## src/rtl/prog_loader.sv

```systemverilog
// Byte-serial program loader: writes a packet of 12-bit words into the RAM,
// checks the write sum against the packet checksum, then reads back and verifies.
//
// state   | meaning
// --------+-----------------------------------------------------------
// ADDR    | waiting for base address byte (idle)
// CNT     | waiting for word count byte (0 = 256)
// DHI     | waiting for high byte of next word
// DLO     | waiting for low byte of next word
// WR      | one-cycle RAM write of the assembled word
// CKH     | waiting for checksum high byte
// CKL     | waiting for checksum low byte
// VFY     | RAM readback, one word per cycle
// DONE    | one-cycle done pulse, back to ADDR
module prog_loader (
   input  logic        clk,
   input  logic        clr,
   input  logic        in_valid,
   input  logic [7:0]  in_data,
   output logic        in_ready,
   output logic        prog,
   output logic [7:0]  ram_a,
   output logic [11:0] ram_d,
   output logic        ram_we,
   output logic        ram_ce,
   input  logic [11:0] ram_q,
   output logic        done,
   output logic        err
);

   typedef enum logic [3:0] {
      ST_ADDR, ST_CNT, ST_DHI, ST_DLO, ST_WR, ST_CKH, ST_CKL, ST_VFY, ST_DONE
   } state_t;

   state_t      state_q;
   logic [7:0]  base_q;
   logic [8:0]  n_q;
   logic [8:0]  idx_q;
   logic [3:0]  hi_q;
   logic [11:0] sum_q;
   logic [11:0] rsum_q;
   logic        ready_q, prog_q, we_q, ce_q, done_q, err_q;
   logic [7:0]  ram_a_q;
   logic [11:0] ram_d_q;

   logic        accept_d;
   logic        last_d;
   logic [11:0] rsum_d;

   assign accept_d = in_valid & ready_q;
   assign last_d   = (idx_q + 9'd1) == n_q;
   assign rsum_d   = rsum_q + ram_q;

   assign in_ready = ready_q;
   assign prog     = prog_q;
   assign ram_a    = ram_a_q;
   assign ram_d    = ram_d_q;
   assign ram_we   = we_q;
   assign ram_ce   = ce_q;
   assign done     = done_q;
   assign err      = err_q;

   always_ff @(posedge clk or posedge clr) begin
      if (clr) begin
         state_q <= ST_ADDR;
         base_q  <= 8'h00;
         n_q     <= 9'd0;
         idx_q   <= 9'd0;
         hi_q    <= 4'h0;
         sum_q   <= 12'h000;
         rsum_q  <= 12'h000;
         ready_q <= 1'b1;
         prog_q  <= 1'b0;
         we_q    <= 1'b0;
         ce_q    <= 1'b0;
         done_q  <= 1'b0;
         err_q   <= 1'b0;
         ram_a_q <= 8'h00;
         ram_d_q <= 12'h000;
      end else begin
         we_q   <= 1'b0;
         done_q <= 1'b0;
         case (state_q)
            ST_ADDR: if (accept_d) begin
               base_q  <= in_data;
               prog_q  <= 1'b1;
               err_q   <= 1'b0;
               state_q <= ST_CNT;
            end
            ST_CNT: if (accept_d) begin
               n_q     <= (in_data == 8'h00) ? 9'd256 : {1'b0, in_data};
               idx_q   <= 9'd0;
               sum_q   <= 12'h000;
               state_q <= ST_DHI;
            end
            ST_DHI: if (accept_d) begin
               hi_q <= in_data[3:0];
               if (in_data[7:4] != 4'h0) err_q <= 1'b1;
               state_q <= ST_DLO;
            end
            ST_DLO: if (accept_d) begin
               ram_a_q <= base_q + idx_q[7:0];
               ram_d_q <= {hi_q, in_data};
               we_q    <= 1'b1;
               ready_q <= 1'b0;
               state_q <= ST_WR;
            end
            ST_WR: begin
               idx_q   <= idx_q + 9'd1;
               sum_q   <= sum_q + ram_d_q;
               ready_q <= 1'b1;
               state_q <= last_d ? ST_CKH : ST_DHI;
            end
            ST_CKH: if (accept_d) begin
               hi_q <= in_data[3:0];
               if (in_data[7:4] != 4'h0) err_q <= 1'b1;
               state_q <= ST_CKL;
            end
            // sum_q is final here: the last WR edge has already passed
            ST_CKL: if (accept_d) begin
               if ({hi_q, in_data} != sum_q) err_q <= 1'b1;
               prog_q  <= 1'b0;
               ce_q    <= 1'b1;
               ram_a_q <= base_q;
               idx_q   <= 9'd0;
               rsum_q  <= 12'h000;
               ready_q <= 1'b0;
               state_q <= ST_VFY;
            end
            ST_VFY: begin
               rsum_q  <= rsum_d;
               idx_q   <= idx_q + 9'd1;
               ram_a_q <= base_q + idx_q[7:0] + 8'd1;
               if (last_d) begin
                  ce_q    <= 1'b0;
                  done_q  <= 1'b1;
                  if (rsum_d != sum_q) err_q <= 1'b1;
                  state_q <= ST_DONE;
               end
            end
            ST_DONE: begin
               ready_q <= 1'b1;
               state_q <= ST_ADDR;
            end
            default: begin
               ready_q <= 1'b1;
               state_q <= ST_ADDR;
            end
         endcase
      end
   end

endmodule
```

## config.mk

```make
export PLATFORM = sky130hd
export DESIGN_NAME = prog_loader
export DESIGN_NICKNAME = d
export VERILOG_FILES = /design/src/rtl/prog_loader.sv
export SDC_FILE = /design/constraint.sdc
export NUM_CORES = 1
export LEC_CHECK = 0
export CORE_UTILIZATION = 40
export CTS_CLUSTER_SIZE = 24
export DETAILED_ROUTE_END_ITERATION = 7
export PLACE_DENSITY = 0.69
export SLEW_MARGIN = 20
export SYNTH_ARGS = -nofsm -noshare
export SYNTH_HDL_FRONTEND = slang
export SYNTH_SLANG_ARGS = --single-unit
```

## constraint.sdc

```tcl
create_clock -name clk -period 3.13 [get_ports clk]
set_clock_uncertainty 0.2 [all_clocks]
set_input_delay 0.939 -clock clk [delete_from_list [all_inputs] [get_ports clk]]
set_output_delay 0.939 -clock clk [all_outputs]
set_load 0.005 [all_outputs]
```

==> results of run 1 <==
==> placed cells by master, fill, tap and decap left out, types with 20 or more instances in the layout <==
cell and instances:
ha_1 22, nor2_1 41, nand2_1 96, xor2_1 25, xnor2_1 34, clkdlybuf4s50_1 38
o21ai_0 50, buf_4 63, dfrtp_1 83, mux2_2 20, a21oi_1 35
==> report_power, final <==
group | switching [W] | leakage [nW] | internal [W]
clock network | 0.000442 | 0.156 | 0.000717
logic | 0.000177 | 2.01 | 0.000182
registers | 0.00000987 | 0.997 | 0.00109
total | 0.000629 | 3.16 | 0.00199
==> sequential cells by signal, summed over array words and instances (netlist names) <==
name and flops:
ram_d 12, rsum_q 12, sum_q 12, idx_q 9, n_q 9, base_q 8
ram_a 8, hi_q 4, state_q 4, done 1, err 1, in_ready 1
prog 1, ram_ce 1, ram_we 1
==> kinds of logic (layout without fill, tap and decap cells) <==
logic type      after synthesis  in the layout  share of synthesized area (%)
simple gates                217            217                           18.2
flops                        84             84                           37.6
fa+ha+maj                    34             34                           8.00
compound gates              160            160                           18.5
buf+inv                      40            143                           3.15
xor+xnor                     64             64                           10.1
mux                          22             22                           4.40
==> how the worst min path moves through the flow <==
stage	start	end	slack [ns]
finish	ram_a[2]	ram_a[2]	0.29
CTS	ram_a[3]	ram_a[3]	0.30
global placement	ram_a[5]	ram_a[5]	0.27
global route	ram_a[6]	ram_a[6]	0.31
detailed placement	rsum_q[5]	rsum_q[5]	0.28
floorplan	rsum_q[3]	rsum_q[3]	0.25
==> per-layer routing <==
layer / vias up / wire length [µm]
met3: 23 / 571
met5: - / 0
li1: 2404 / -
met1: 2479 / 7000
met2: 142 / 7500
met4: 0 / 265
==> through the flow <==
stage | setup WS (ns) | setup TNS, ns | power (W) | utilization (%) | cells
after detailed placement | -0.802 | -5.09 | 0.00145 | 49.6 | 879
after global placement | -0.799 | -4.97 | 0.00144 | 49.6 | 879
after floorplan | -0.157 | -0.157 | 0.00131 | - | 621
final | -0.0373 | -0.0373 | 0.00262 | 53.5 | 900
after CTS | -0.0423 | -0.216 | 0.00263 | 53.2 | 900
after global routing | -0.175 | -0.175 | 0.00272 | 53.5 | 900
==> tightest hold or removal path: cells and delay by family (launching register included) <==
kind / cells / cell delay (ns)
flops: 1 / 0.34
compound gates: 1 / 0.07
simple gates: 1 / 0.05
==> cell type report <==
cell class	instances	share of cell area [%]
sequential	84	29.2
clock inverter	4	1.03
tap	176	3.06
inverter	15	0.834
multi-input combinational	497	49.0
clock buffer	11	3.37
timing repair buffer	113	13.5
==> timing repair <==
| action | in CTS | in global routing |
|---|---|---|
| pin swaps | 27 | 3 |
| setup endpoints to repair | 9 | 9 |
| setup buffers | 6 | 0 |
| resized for setup | 42 | 6 |
==> metrics, run 1 <==
Hold Path Depth=2; Post-Synthesis Cells=621; worst endpoint required time=3.16 ns; busiest grt layer=met2; DRC errors left=0; port bufs=48; largest stage delay on the critical path=0.37 ns; Total Wirelength=15300 µm; Antenna Nets Post-Route=0; Synth area leader=dfrtp_1; detailed-route wire length per cell=17.0 µm; Worst Setup End Kind=register; Slew Viols, Final=0; Worst-Margin Slew=0.733 ns; CP Data Arrival Time=3.19 ns; status=finished with violations; Setup crit end=err; global routing usage on met2=38.3%; area of the multi-input gates=3520 µm²; Finished Cell Area=7200 µm²; Avg Inst Size Synth=9.02 µm²; synth-to-layout area growth=28.6%; Post-Syn Area=5600 µm²; CTS Hold Bufs=0; first-pass GRT wire length=25300 µm; cell chain of the critical path=buf_6, ha_4, fa_2, a211oi_2, o21ai_1, a31o_1, a21oi_2, xnor2_2, xor2_1, o31ai_2, mux2_1; GR Layer Usage met3=2.92%; Clock Pin Slew Worst Setup and Hold Paths=0.06 ns; most frequent cell after synthesis=nand2_1; gr ovfl total=0; CTS tree=yes; top cell type's share of synthesized area=37.1%; Clock Tree Buf Depth=2; antenna cells=0; Seq/Total Area, Yosys=37.6%; number of global-route vias before repair=5163; Die ar.=14500 µm²; slowest CP cell=fa_2; Clk Latency, worst-skew pair=0.34 ns; Starting Density=41.6%; clk root buf=clkbuf_16; dpl cell area=6670 µm²; GRT Overall Usage=22.2%; setup violators final=1; register area=2100 µm²; H-Tree Depth=3; unrepaired setup endpoints after global routing=true; # rows=42; violated checks=setup timing; MaxCap Viol Count=0; Final min period=3.17 ns; #FFs+latches synth=84; R2R cell count=9; Crit Reg-Reg Endpoint=err; Worst slew margin=50.8%; Ys Warns=0; Final period util=101%; Final Hold Vio Count=0; share of layout cells above drive strength 1=19.8%; number of synthesized flops with an enable pin=0; VDD IR max=271 µV; Core Area=13500 µm²; Crit path buffers/inverters=1; CP Max Fanout=2; GR Layer Usage met1=28.6%; Most used DFF post-synth=dfrtp_1; Reg2Reg Setup Slack=0.18 ns; # clock sinks=84; crit path from=ram_q[0]; vias after detailed routing=5048; first drt pass iteration count=5; final net count=777; hpwl dp=11100 µm; fmax=316 MHz; worst setup margin=-0.0373 ns; FILL cells=1239; Min Hold Slack=0.291 ns; Pleak=3.16 nW; critical path depth in cells=11; # IOs=49; die width=120 µm; post-synth cell types=67; worst setup path class=input pin to register; pwr dens=364 nW/µm²; Hold Crit Class=register to register; Starting DRT DRC Count=320; Post-synth ARST share=100%; top post-synthesis cells by area=dfrtp_1, ha_1, nand2_1; Reg2Reg Launch Point=rsum_q[1]; Startpoint Class=input pin; largest net degree at the start of global routing=85; Post-synth top cells=nand2_1, dfrtp_1, o21ai_0; Die H=120 µm; vias per std cell=5.61; initial antenna violation count=0; CTS Buf Count=9; largest delay contributor family on the critical path=compound AO/OA/AOI/OAI gates; Placer Congestion=0.935; Syn Nets=678
Note: power is estimated with default switching activity, not from simulation.
==> inputs of run 2 (changes only) <==
- CTS_CLUSTER_SIZE: 24 -> 12
==> results of run 2 <==
Same layout as run 1: the final DEF is identical, and so are final timing and power.
